## config.mk

```make
export PLATFORM = sky130hd
export DESIGN_NAME = act_quant_stage
export DESIGN_NICKNAME = d
export VERILOG_FILES = /design/src/rtl/act_quant_stage.sv
export SDC_FILE = /design/constraint.sdc
export NUM_CORES = 1
export LEC_CHECK = 0
export CELL_PAD_IN_SITES_DETAIL_PLACEMENT = 2
export CELL_PAD_IN_SITES_GLOBAL_PLACEMENT = 2
export CORE_ASPECT_RATIO = 1.75
export CORE_UTILIZATION = 40
export DETAILED_ROUTE_END_ITERATION = 10
export PLACE_DENSITY_LB_ADDON = 0.1
export REMOVE_ABC_BUFFERS = 1
export SYNTH_ARGS = -nofsm -noshare
export SYNTH_HDL_FRONTEND = slang
export SYNTH_SLANG_ARGS = --single-unit
export TNS_END_PERCENT = 30
```

## constraint.sdc

```tcl
create_clock -name clk -period 9.7 [get_ports clk]
set_input_delay 1.455 -clock clk [delete_from_list [all_inputs] [get_ports clk]]
set_output_delay 1.455 -clock clk [all_outputs]
set_load 0.02 [all_outputs]
```

## src/rtl/act_quant_stage.sv

```systemverilog
// Activation quantization stage: converts 16-bit accumulator results to saturated int8 and
// buffers them in a small FIFO with vector framing (m_last) and a saturation counter.
module act_quant_stage #(
    parameter int DEPTH   = 4,
    parameter int VEC_LEN = 3
) (
    input  logic               clk,
    input  logic               reset,
    input  logic               s_valid,
    output logic               s_ready,
    input  logic signed [15:0] s_data,
    input  logic               s_overflow,
    input  logic               relu_en,
    input  logic [3:0]         shift,
    output logic               m_valid,
    input  logic               m_ready,
    output logic signed [7:0]  m_data,
    output logic               m_sat,
    output logic               m_last,
    output logic [7:0]         sat_count
);
    localparam int AW = (DEPTH > 1) ? $clog2(DEPTH) : 1;
    localparam int OW = $clog2(DEPTH + 1);
    localparam int VW = (VEC_LEN > 1) ? $clog2(VEC_LEN) : 1;
    localparam logic [OW-1:0] DEPTH_OCC = OW'(DEPTH);
    localparam logic [VW-1:0] VEC_MAX   = VW'(VEC_LEN - 1);

    logic [AW-1:0] wr_ptr_reg, rd_ptr_reg;
    logic [OW-1:0] occ_reg, occ_next;
    logic [VW-1:0] vec_cnt_reg;
    logic [7:0]    sat_count_reg;
    logic [9:0]    fifo_mem [DEPTH];

    logic               push, pop;
    logic signed [7:0]  q_data;
    logic               q_sat;
    logic signed [16:0] x_ext, round_add, sum, shifted;
    logic [9:0]         wr_entry;

    assign s_ready   = (occ_reg < DEPTH_OCC);
    assign m_valid   = (occ_reg != '0);
    assign push      = s_valid && s_ready;
    assign pop       = m_valid && m_ready;
    assign sat_count = sat_count_reg;

    // Quantizer: overflow forces saturation toward the true sign, which is the
    // opposite of the wrapped sign bit; otherwise ReLU, round-half-up shift, clamp.
    always_comb begin
        q_data    = '0;
        q_sat     = 1'b0;
        x_ext     = {s_data[15], s_data};
        round_add = '0;
        sum       = '0;
        shifted   = '0;
        if (s_overflow) begin
            q_data = s_data[15] ? 8'sh7F : 8'sh80;
            q_sat  = 1'b1;
        end else begin
            if (relu_en && s_data[15])
                x_ext = '0;
            if (shift != 4'd0)
                round_add = 17'sd1 <<< (shift - 4'd1);
            sum     = x_ext + round_add;
            shifted = sum >>> shift;
            if (shifted > 17'sd127) begin
                q_data = 8'sh7F;
                q_sat  = 1'b1;
            end else if (shifted < -17'sd128) begin
                q_data = 8'sh80;
                q_sat  = 1'b1;
            end else begin
                q_data = shifted[7:0];
            end
        end
    end

    assign wr_entry = {(vec_cnt_reg == VEC_MAX), q_sat, q_data};

    always_comb begin
        occ_next = occ_reg;
        case ({push, pop})
            2'b10:   occ_next = occ_reg + 1'b1;
            2'b01:   occ_next = occ_reg - 1'b1;
            default: occ_next = occ_reg;
        endcase
    end

    always_ff @(posedge clk) begin
        if (reset) begin
            wr_ptr_reg    <= '0;
            rd_ptr_reg    <= '0;
            occ_reg       <= '0;
            vec_cnt_reg   <= '0;
            sat_count_reg <= '0;
        end else begin
            occ_reg <= occ_next;
            if (push) begin
                wr_ptr_reg  <= wr_ptr_reg + 1'b1;
                vec_cnt_reg <= (vec_cnt_reg == VEC_MAX) ? '0 : vec_cnt_reg + 1'b1;
                if (q_sat && sat_count_reg != 8'hFF)
                    sat_count_reg <= sat_count_reg + 8'd1;
            end
            if (pop)
                rd_ptr_reg <= rd_ptr_reg + 1'b1;
        end
    end

    // Storage is not reset; occupancy alone decides what is valid.
    always_ff @(posedge clk) begin
        if (push)
            fifo_mem[wr_ptr_reg] <= wr_entry;
    end

    assign {m_last, m_sat, m_data} = fifo_mem[rd_ptr_reg];

endmodule

```

-- After elaboration in Yosys (flattened, before gate mapping)
Memories as Yosys holds them, arrays and structs flattened. A register that Yosys moved wholly into a read port is not among the register bits.
Cells that the tools add are included.
- bits of input ports: 26
- bits in writable memories: 40
- register bits: 17
- memories kept: 1
- $lt $le $gt $ge: 3
- $add $sub $neg: 8
- reduce and logical (&&, ||, !) cells: 8
- equal/unequal tests: 4
- shifts and indexed selects: 2
- multiplexer cells: 17
- memory list (memory ; words ; bits a word ; read ports ; clocked after Yosys merged registers in ; write ports ; RTL line ; text):
    fifo_mem ; 4 ; 10 ; 1 ; 1 ; 1 ; 32 ; logic [9:0] fifo_mem [DEPTH];
- operators by type and width (kind ; number):
    17-bit two-way mux ; 4
    8-bit two-way mux ; 4
    17-bit adder ; 1
    17-bit by 8-bit > comparator with 1-bit output (second input constant) ; 1
    17-bit by 8-bit less-than comparator with 1-bit output (second input constant) ; 1
    2-bit by 4-bit <<< shifter with 17-bit output (first input constant) ; 1
    17-bit by 4-bit >>> shifter with 17-bit output ; 1
    8-bit by 1-bit adder with 8-bit output (second input constant) ; 1
    8-bit != test (second input constant) ; 1
    2-bit by 1-bit adder with 2-bit output (second input constant) ; 3
    2-bit two-way mux ; 3
    3-bit one-hot mux with 2 select lines ; 1
    1-bit two-way mux ; 5
    2-bit equality test (second input constant) ; 2
    1-bit logical AND ; 4
    4-bit nonzero test ; 1
    4-bit by 1-bit subtractor with 4-bit output (second input constant) ; 1
    3-bit by 1-bit adder with 3-bit output (second input constant) ; 1
    3-bit less-than comparator (second input constant) ; 1
    3-bit nonzero test ; 1
    3-bit by 1-bit subtractor with 3-bit output (second input constant) ; 1
    2-bit by 1-bit equality test with 1-bit output (second input constant) ; 1
    2-bit AND reduction ; 1
    2-bit nonzero test ; 1

-- Longest topological paths before layout
Gate-level depths: netlist (run 1).
- word-level depth: 12
- depth in mapped cells: 18

-- Least setup slack after synthesis (run 1)
OpenSTA, ideal clock, no wires.
- path type: input to register
- start: input shift[1]
- end: memory fifo_mem[0][4], data pin
- stages: 18
- required time: 9.481 ns
- arrival time: 5.186 ns
- path buffers: 1
- setup slack: 4.295 ns
- library setup time: 0.219 ns
- cell sequence: clkbuf_1 clkinv_1 nand2_1 nor3_1 ha_1 inv_1 fa_1 nand2b_1 a21o_1 a21oi_2 and3_1 o22ai_2 a221oi_2 nand2_1 o31a_1 a211oi_4 nand2b_2 o31ai_1
- longest elaborated chain between the ends: 10
- elaborated cells on any way between the ends: 12
- RTL lines (element ; RTL line ; text):
    start: declaration ; 14 ; input logic [3:0] shift,
    4-bit by 1-bit subtractor with 4-bit output ; 62 ; round_add = 17'sd1 <<< (shift - 4'd1);
    2-bit by 4-bit <<< shifter with 17-bit output ; 62 ;
    17-bit two-way mux ; 61 ; if (shift != 4'd0)
    17-bit two-way mux ; 55 ; if (s_overflow) begin
    17-bit adder ; 63 ; sum = x_ext + round_add;
    17-bit by 4-bit >>> shifter with 17-bit output * ; 64 ; shifted = sum >>> shift;
    17-bit by 8-bit less-than comparator with 1-bit output ; 68 ; end else if (shifted < -17'sd128) begin
    8-bit two-way mux ; 68 ;
    8-bit two-way mux * ; 65 ; if (shifted > 17'sd127) begin
    8-bit two-way mux * ; 55 ;
    via q_data[4] ; 35 ; logic signed [7:0] q_data;
    end: declaration ; 32 ;
The timed path passes the listed nets; every way through them passes the cells marked *. The select of a mux whose other input is x is not followed.

-- Final worst setup path (run 1)
- start: input shift[0]
- end: memory fifo_mem[2][3], data pin
The elaborated chain is that of the path after synthesis.

==> flow_metrics.tcl, run 1 <==
set metrics [dict create \
    vias 3880 \
    synth-edff-count 40 \
    postSynthAreaPerCell_um2 9.58 \
    netlist_instances 472 \
    ys.flop_type "edfxtp_1" \
    slew_viol_final 0 \
    drcViolationCount 0 \
    switching_share_pct 33.9 \
    fin_setup_tns_ns 0 \
    cts_tree "built" \
    clk_path_buf_depth 2 \
    drtIter0Drc 161 \
    postCtsHoldBufs 0 \
    clock-sinks 59 \
    fin_nets 554 \
    rr_endpoint "sat_count[7]$_SDFFE_PP0P_" \
    clkTransAtPathRegs_ns 0.05 \
    ctsRootBufferMaster "clkbuf_16" \
    grt.total_usage_pct 27.1 \
    synth_seq_area_share_pct 35.0 \
    async_reset_ff_share_pct 0 \
    p_leak_uw 0.00197 \
    cp-endpoint "fifo_mem[2][3]$_DFFE_PP_" \
    start_kind "input port" \
    yosysWarnings 0 \
    place_area_um2 5020 \
    p_comb_share_pct 36.3 \
    cts_max_level 3 \
    post-cts-setup-buffer-count 0 \
    setup.worst_path.start "shift[0]" \
    clkPwrFrac_pct 28.2 \
    crit_fanout 27 \
    grt_overflow 0 \
    critPathCaptureType "flip-flop" \
    routed_wl_mm 14.8 \
    fin_crit_ns 7.33 \
    outcome "finished, final reports clean" \
    wl_per_cell_um 23.0 \
    r2r_cells 6 \
    routed_via_density 6.05 \
    reg2reg_slack_ns 7.18 \
    largest_reg_flops 40 \
    antenna_found_initial 0 \
    critical_path_class "in2reg" \
    num_rows 51 \
    die_h_um 143 \
    hold_path_class "reg2reg" \
    die_area_um2 11700 \
    hold_viol 0 \
    p_switching_uw 328 \
    skew_ns 0.00512 \
    grt_pass1_vias 4412 \
    worstMarginPinSlew_ns 0.951 \
    drv_cap 0 \
    fmaxAchievable_ghz 0.136 \
    ys_types 73 \
    clock_latency_ns 0.32 \
    fin_area_um2 5270 \
    place_hpwl_mm 11.9 \
    coreArea_um2 11000 \
    antenna_cells 0 \
    place.gp.congestion 0.891 \
    drive_gt1_share_pct 9.63 \
    rsz0062_at_grt "no" \
    p_int_uw 640 \
    ctsResizeCount 0 \
    netlist_area_um2 4520 \
    io_pins 46 \
    maxSlewHeadroom_pct 36.4 \
    powerDensity_nw_per_um2 184 \
    hp-start "occ_reg[1]$_SDFFE_PP0P_" \
    cp_data_required_time_ns 9.74 \
    ys_ff_latch 59 \
    grt_max_degree 28 \
    first_pass_iters 4 \
    min_period_over_period_pct 75.6 \
    die_width_um 82.4 \
    numCtsBuffers 9 \
    reg2reg_from "occ_reg[2]$_SDFFE_PP0P_" \
    cp.arrival_ns 7.37 \
    antenna_left 0 \
    portBuffers 45 \
    ir_worst_vdd_mv 0.201 \
    area_growth_pct 16.6 \
    initial_core_util_pct 40.9 \
    p_seq_share_pct 35.5 \
    grt_first_pass_wirelength_mm 23.1 \
    finalSetupViolations 0 \
]
==> metal layers <==
layer | part of all wire (%) | up-vias | GRT usage, %
met5 | 0 | - | 0
met1 | 33 | 1930 | 23.9
li1 | - | 1811 | -
met3 | 1.9 | 53 | 2.94
met4 | 6.3 | 0 | 18.7
met2 | 58 | 86 | 53.3
==> worst min-delay path by stage <==
| stage | to | slack (ns) | depth (start not counted) |
|---|---|---|---|
| 3_3_place_gp | occ_reg[1]$_SDFFE_PP0P_ | 0.47 | 2 |
| 4_1_cts | occ_reg[1]$_SDFFE_PP0P_ | 0.50 | 2 |
| 3_5_place_dp | occ_reg[1]$_SDFFE_PP0P_ | 0.49 | 2 |
| 5_1_grt | occ_reg[2]$_SDFFE_PP0P_ | 0.56 | 2 |
| 6_report | occ_reg[1]$_SDFFE_PP0P_ | 0.49 | 2 |
| 2_1_floorplan | occ_reg[1]$_SDFFE_PP0P_ | 0.46 | 2 |
==> Yosys cell counts (all sizes together) (4+ instances only) <==
cell type | count | share of area (%)
or3 | 4 | 0.55
edfxtp | 40 | 27
and3 | 10 | 1.5
a21o | 9 | 1.5
ha | 22 | 6.1
buf | 9 | 1.4
o211ai | 5 | 0.83
xor2 | 7 | 1.4
mux4 | 14 | 7.0
mux2 | 10 | 2.5
o21ai | 28 | 3.1
o22ai | 5 | 0.83
clkbuf | 15 | 1.2
and2 | 23 | 3.2
nor2b | 11 | 1.5
o21a | 5 | 0.83
nand4 | 7 | 0.97
a211oi | 9 | 2.4
nand2b | 9 | 1.3
a21oi | 37 | 4.3
nand2 | 36 | 3.0
mux2i | 7 | 1.6
xnor2 | 9 | 1.7
nor2 | 53 | 4.5
dfxtp | 19 | 8.4
inv | 15 | 1.2
nor3 | 5 | 0.55
==> power groups by stage <==
stage | registers (uW) | clock network (uW) | logic, uW
2_1_floorplan | 340 | 0 | 222
5_1_grt | 352 | 289 | 384
3_5_place_dp | 351 | 0 | 352
3_3_place_gp | 346 | 0 | 335
6_report | 344 | 273 | 351
4_1_cts | 346 | 276 | 355
==> final cells by class <==
| cell class | instances | area [um2] |
|---|---|---|
| well taps | 132 | 165 |
| repair buffers | 45 | 450 |
| flip-flops and latches | 59 | 1580 |
| inverters | 16 | 60.1 |
| clock inverters | 4 | 17.5 |
| clock buffers | 12 | 236 |
| fillers | 1171 | 5770 |
| multi-input cells | 373 | 2760 |
==> worst max-delay path, stage by stage <==
cell and delay, ns:
clkdlybuf4s50_1 1.08, nand2_1 0.36, nor3_1 0.36, ha_1 0.26
inv_1 0.06, fa_1 0.39, nand2b_1 0.20, a21oi_1 0.27
o21ai_1 0.21, a221oi_2 0.40, nor4b_1 0.14, nor4_4 0.45
nand2_1 0.17, o31a_1 0.30, a211oi_4 0.50, nand2b_2 0.22
o21ai_0 0.52
==> cell families (layout without fill, tap and decap cells) <==
group | after synthesis | count (layout) | share of synthesized area (%)
xor+xnor | 16 | 16 | 3.10
compound gates | 132 | 132 | 20.8
mux | 31 | 31 | 11.0
fa+ha+maj | 24 | 24 | 6.97
buf+inv | 40 | 77 | 3.99
simple gates | 169 | 169 | 19.0
flops | 59 | 59 | 35.0
other cells | 1 | 1 | 0.0830
==> stage by stage <==
step	std cells	hold slack, ns	power (uW)	utilization (%)	worst slack [ns]
finish	641	0.490	968	47.7	2.37
global route	641	0.564	1030	47.7	1.93
CTS	641	0.498	977	47.7	2.41
detailed placement	625	0.486	702	45.4	2.12
global placement	625	0.472	681	45.4	2.54
floorplan	448	0.459	562	-	4.50
==> placed cells by master (no fill, tap or decap), drive strengths merged, types with 10 or more instances in the layout <==
cell type / n
and2: 23
nor2b: 11
nor2: 53
mux4: 14
clkdlybuf4s50: 45
a21oi: 37
o21ai: 28
and3: 10
edfxtp: 40
inv: 15
dfxtp: 19
mux2: 10
ha: 22
clkbuf: 12
nand2: 36
Note: power is estimated with default switching activity, not from simulation.
==> run 2, diff against run 1 <==
--- a/config.mk
+++ b/config.mk
@@ -8,7 +8,7 @@
 export CELL_PAD_IN_SITES_DETAIL_PLACEMENT = 2
 export CELL_PAD_IN_SITES_GLOBAL_PLACEMENT = 2
 export CORE_ASPECT_RATIO = 1.75
-export CORE_UTILIZATION = 40
+export CORE_UTILIZATION = 33
 export DETAILED_ROUTE_END_ITERATION = 10
 export PLACE_DENSITY_LB_ADDON = 0.1
 export REMOVE_ABC_BUFFERS = 1
==> constraint.sdc (replaced) <==
create_clock -name clk -period 6.7 [get_ports clk]
set_input_delay 1.005 -clock clk [delete_from_list [all_inputs] [get_ports clk]]
set_output_delay 1.005 -clock clk [all_outputs]
set_load 0.02 [all_outputs]
==> flow_metrics.tcl, run 2 (same netlist as run 1, synthesis figures left out) <==
set metrics [dict create \
    portBuffers 45 \
    cp_num_buf_inv 3 \
    reg2reg_from "occ_reg[2]$_SDFFE_PP0P_" \
    numCtsBuffers 9 \
    crit_path_cell_trace "clkdlybuf4s50_1 > buf_4 > clkinv_1 > nand2_1 > nor2_1 > ha_1 > o211ai_1 > o211ai_1 > nand3b_1 > a311oi_1 > o32ai_1 > a211oi_2 > nand4_1 > o31a_1 > a211oi_4 > nand2b_2 > o31ai_1" \
    die_area_um2 14200 \
    critical_path_class "in2reg" \
    wl_met1_mm 4.74 \
    finalSetupViolations 0 \
    powerDensity_nw_per_um2 271 \
    start_kind "input port" \
    grt_first_pass_wirelength_mm 22.2 \
    grt_max_degree 27 \
    cts_tree "built" \
    n_fill_cell 1479 \
    clock_latency_ns 0.32 \
    crit_fanout 17 \
    final_cell_mix "nor2_1 (52), clkdlybuf4s50_1 (45), edfxtp_1 (40)" \
    post-cts-setup-buffer-count 0 \
    final_util_pct 40.6 \
    max_stage_delay_ns 0.54 \
    area_growth_pct 20.3 \
    drtIter0Drc 73 \
    antenna_left 0 \
    p_total_uw 1470 \
    coreArea_um2 13400 \
    io_pins 46 \
    antenna_cells 0 \
    grt_pass1_vias 4216 \
    drv_cap 0 \
    wl_per_cell_um 20.1 \
    slew_viol_final 0 \
    routed_via_density 5.59 \
    worstMarginPinSlew_ns 0.895 \
    largest_reg_flops 40 \
    fin_nets 562 \
    highest_layer "met4" \
    ir_worst_vdd_mv 0.121 \
    route.met2.wl_mm 8.36 \
    dr_wl_met3_um 228 \
    drive_gt1_share_pct 11.4 \
    postCtsHoldBufs 0 \
    critPathCaptureType "flip-flop" \
    ctsResizeCount 0 \
    clkPwrFrac_pct 32.1 \
    setup.worst_path.start "shift[1]" \
    outcome "finished, final reports clean" \
    first_pass_iters 4 \
    hold_viol 0 \
    p_leak_uw 0.00203 \
    p_int_uw 1010 \
    hold_path_class "reg2reg" \
    p_seq_share_pct 33.7 \
    drcViolationCount 0 \
    cp_common_cell "o211ai_1" \
    cp_data_required_time_ns 6.75 \
    cp.arrival_ns 5.80 \
    fin_ws_ns 0.954 \
    grt_overflow 0 \
    routed_wl_mm 13.9 \
    maxSlewHeadroom_pct 40.2 \
    die_width_um 90.5 \
    fin_crit_ns 5.75 \
    die_h_um 157 \
    clk_path_buf_depth 2 \
    hp-start "occ_reg[1]$_SDFFE_PP0P_" \
    slowest_stage "o31ai_1" \
    vias 3862 \
    final_common_cell "nor2_1" \
    grt.total_usage_pct 20.6 \
    fin_setup_tns_ns 0 \
    initial_core_util_pct 33.8 \
    p_switching_uw 469 \
    num_rows 56 \
    antenna_found_initial 0 \
    switching_share_pct 31.8 \
    ctsRootBufferMaster "clkbuf_16" \
    cpLargestDelayFamily "compound AO/OA/AOI/OAI gates" \
    fmaxAchievable_ghz 0.174 \
    p_comb_share_pct 34.2 \
    clock-sinks 59 \
    cts_max_level 3 \
    clkTransAtPathRegs_ns 0.05 \
    pre_cts_ws_ns 0.639 \
    min_period_over_period_pct 85.8 \
    skew_ns 0.00761 \
    rsz0062_at_grt "no" \
    place_hpwl_mm 11.4 \
    place.gp.congestion 0.904 \
]
## run 2: cell count changes in the layout (fill, tap and decap cells not counted)
cell        previous run  this run
clkinvlp_4             0         1
clkbuf_1               3         1
buf_4                  0         8
bufinv_16              0         2
clkinv_2               2         1
## run 2: tightest hold or removal path: stages, from the launching register on
cell and delay (ns):
dfxtp_1 0.33, a21oi_1 0.07, nor2_1 0.07
## run 2: power by group through the flow
| stage | registers (uW) | logic, uW | clock network [uW] |
|---|---|---|---|
| 2_1_floorplan | 493 | 322 | 0 |
| 3_3_place_gp | 502 | 497 | 0 |
| 3_5_place_dp | 508 | 514 | 0 |
| 4_1_cts | 501 | 515 | 480 |
| 5_1_grt | 508 | 551 | 493 |
| 6_report | 497 | 505 | 473 |
## run 2: routing by layer
metal	vias up	global-route usage, %
met3	37	2.28
met5	-	0
met2	67	43.7
li1	1830	-
met4	0	11.0
met1	1928	18.3
## run 2: final cells by class
| cell class | instances | area (um2) | area share [%] |
|---|---|---|---|
| clock buffers | 10 | 229 | 4.21 |
| repair buffers | 53 | 510 | 9.39 |
| multi-input cells | 373 | 2760 | 50.7 |
| flip-flops and latches | 59 | 1580 | 29.1 |
| well taps | 174 | 218 | 4.00 |
| inverters | 16 | 60.1 | 1.10 |
| clock inverters | 6 | 80.1 | 1.47 |
## run 2: worst paths after layout
| kind | depth (start not counted) | slack [ns] | endpoint |
|---|---|---|---|
| min reg2reg | 2 | 0.49 | occ_reg[1]$_SDFFE_PP0P_ |
| max | 17 | 0.95 | fifo_mem[2][4]$_DFFE_PP_ |
| max reg2reg | 6 | 4.37 | sat_count[4]$_SDFFE_PP0P_ |
| min | 2 | 0.49 | occ_reg[1]$_SDFFE_PP0P_ |
## run 2: through the flow
step	hold slack (ns)	std cells	instance area, um2
2_1_floorplan	0.459	448	4400
3_3_place_gp	0.479	675	5130
3_5_place_dp	0.494	675	5130
4_1_cts	0.506	691	5440
5_1_grt	0.538	691	5440
6_report	0.494	691	5440
==> run 3, diff against run 2 <==
--- a/config.mk
+++ b/config.mk
@@ -10,6 +10,7 @@
 export CORE_ASPECT_RATIO = 1.75
 export CORE_UTILIZATION = 33
 export DETAILED_ROUTE_END_ITERATION = 10
+export GPL_ROUTABILITY_DRIVEN = 0
 export PLACE_DENSITY_LB_ADDON = 0.1
 export REMOVE_ABC_BUFFERS = 1
 export SYNTH_ARGS = -nofsm -noshare
==> results of run 3 <==
No change in the layout: final DEF, timing and power equal those of run 2.
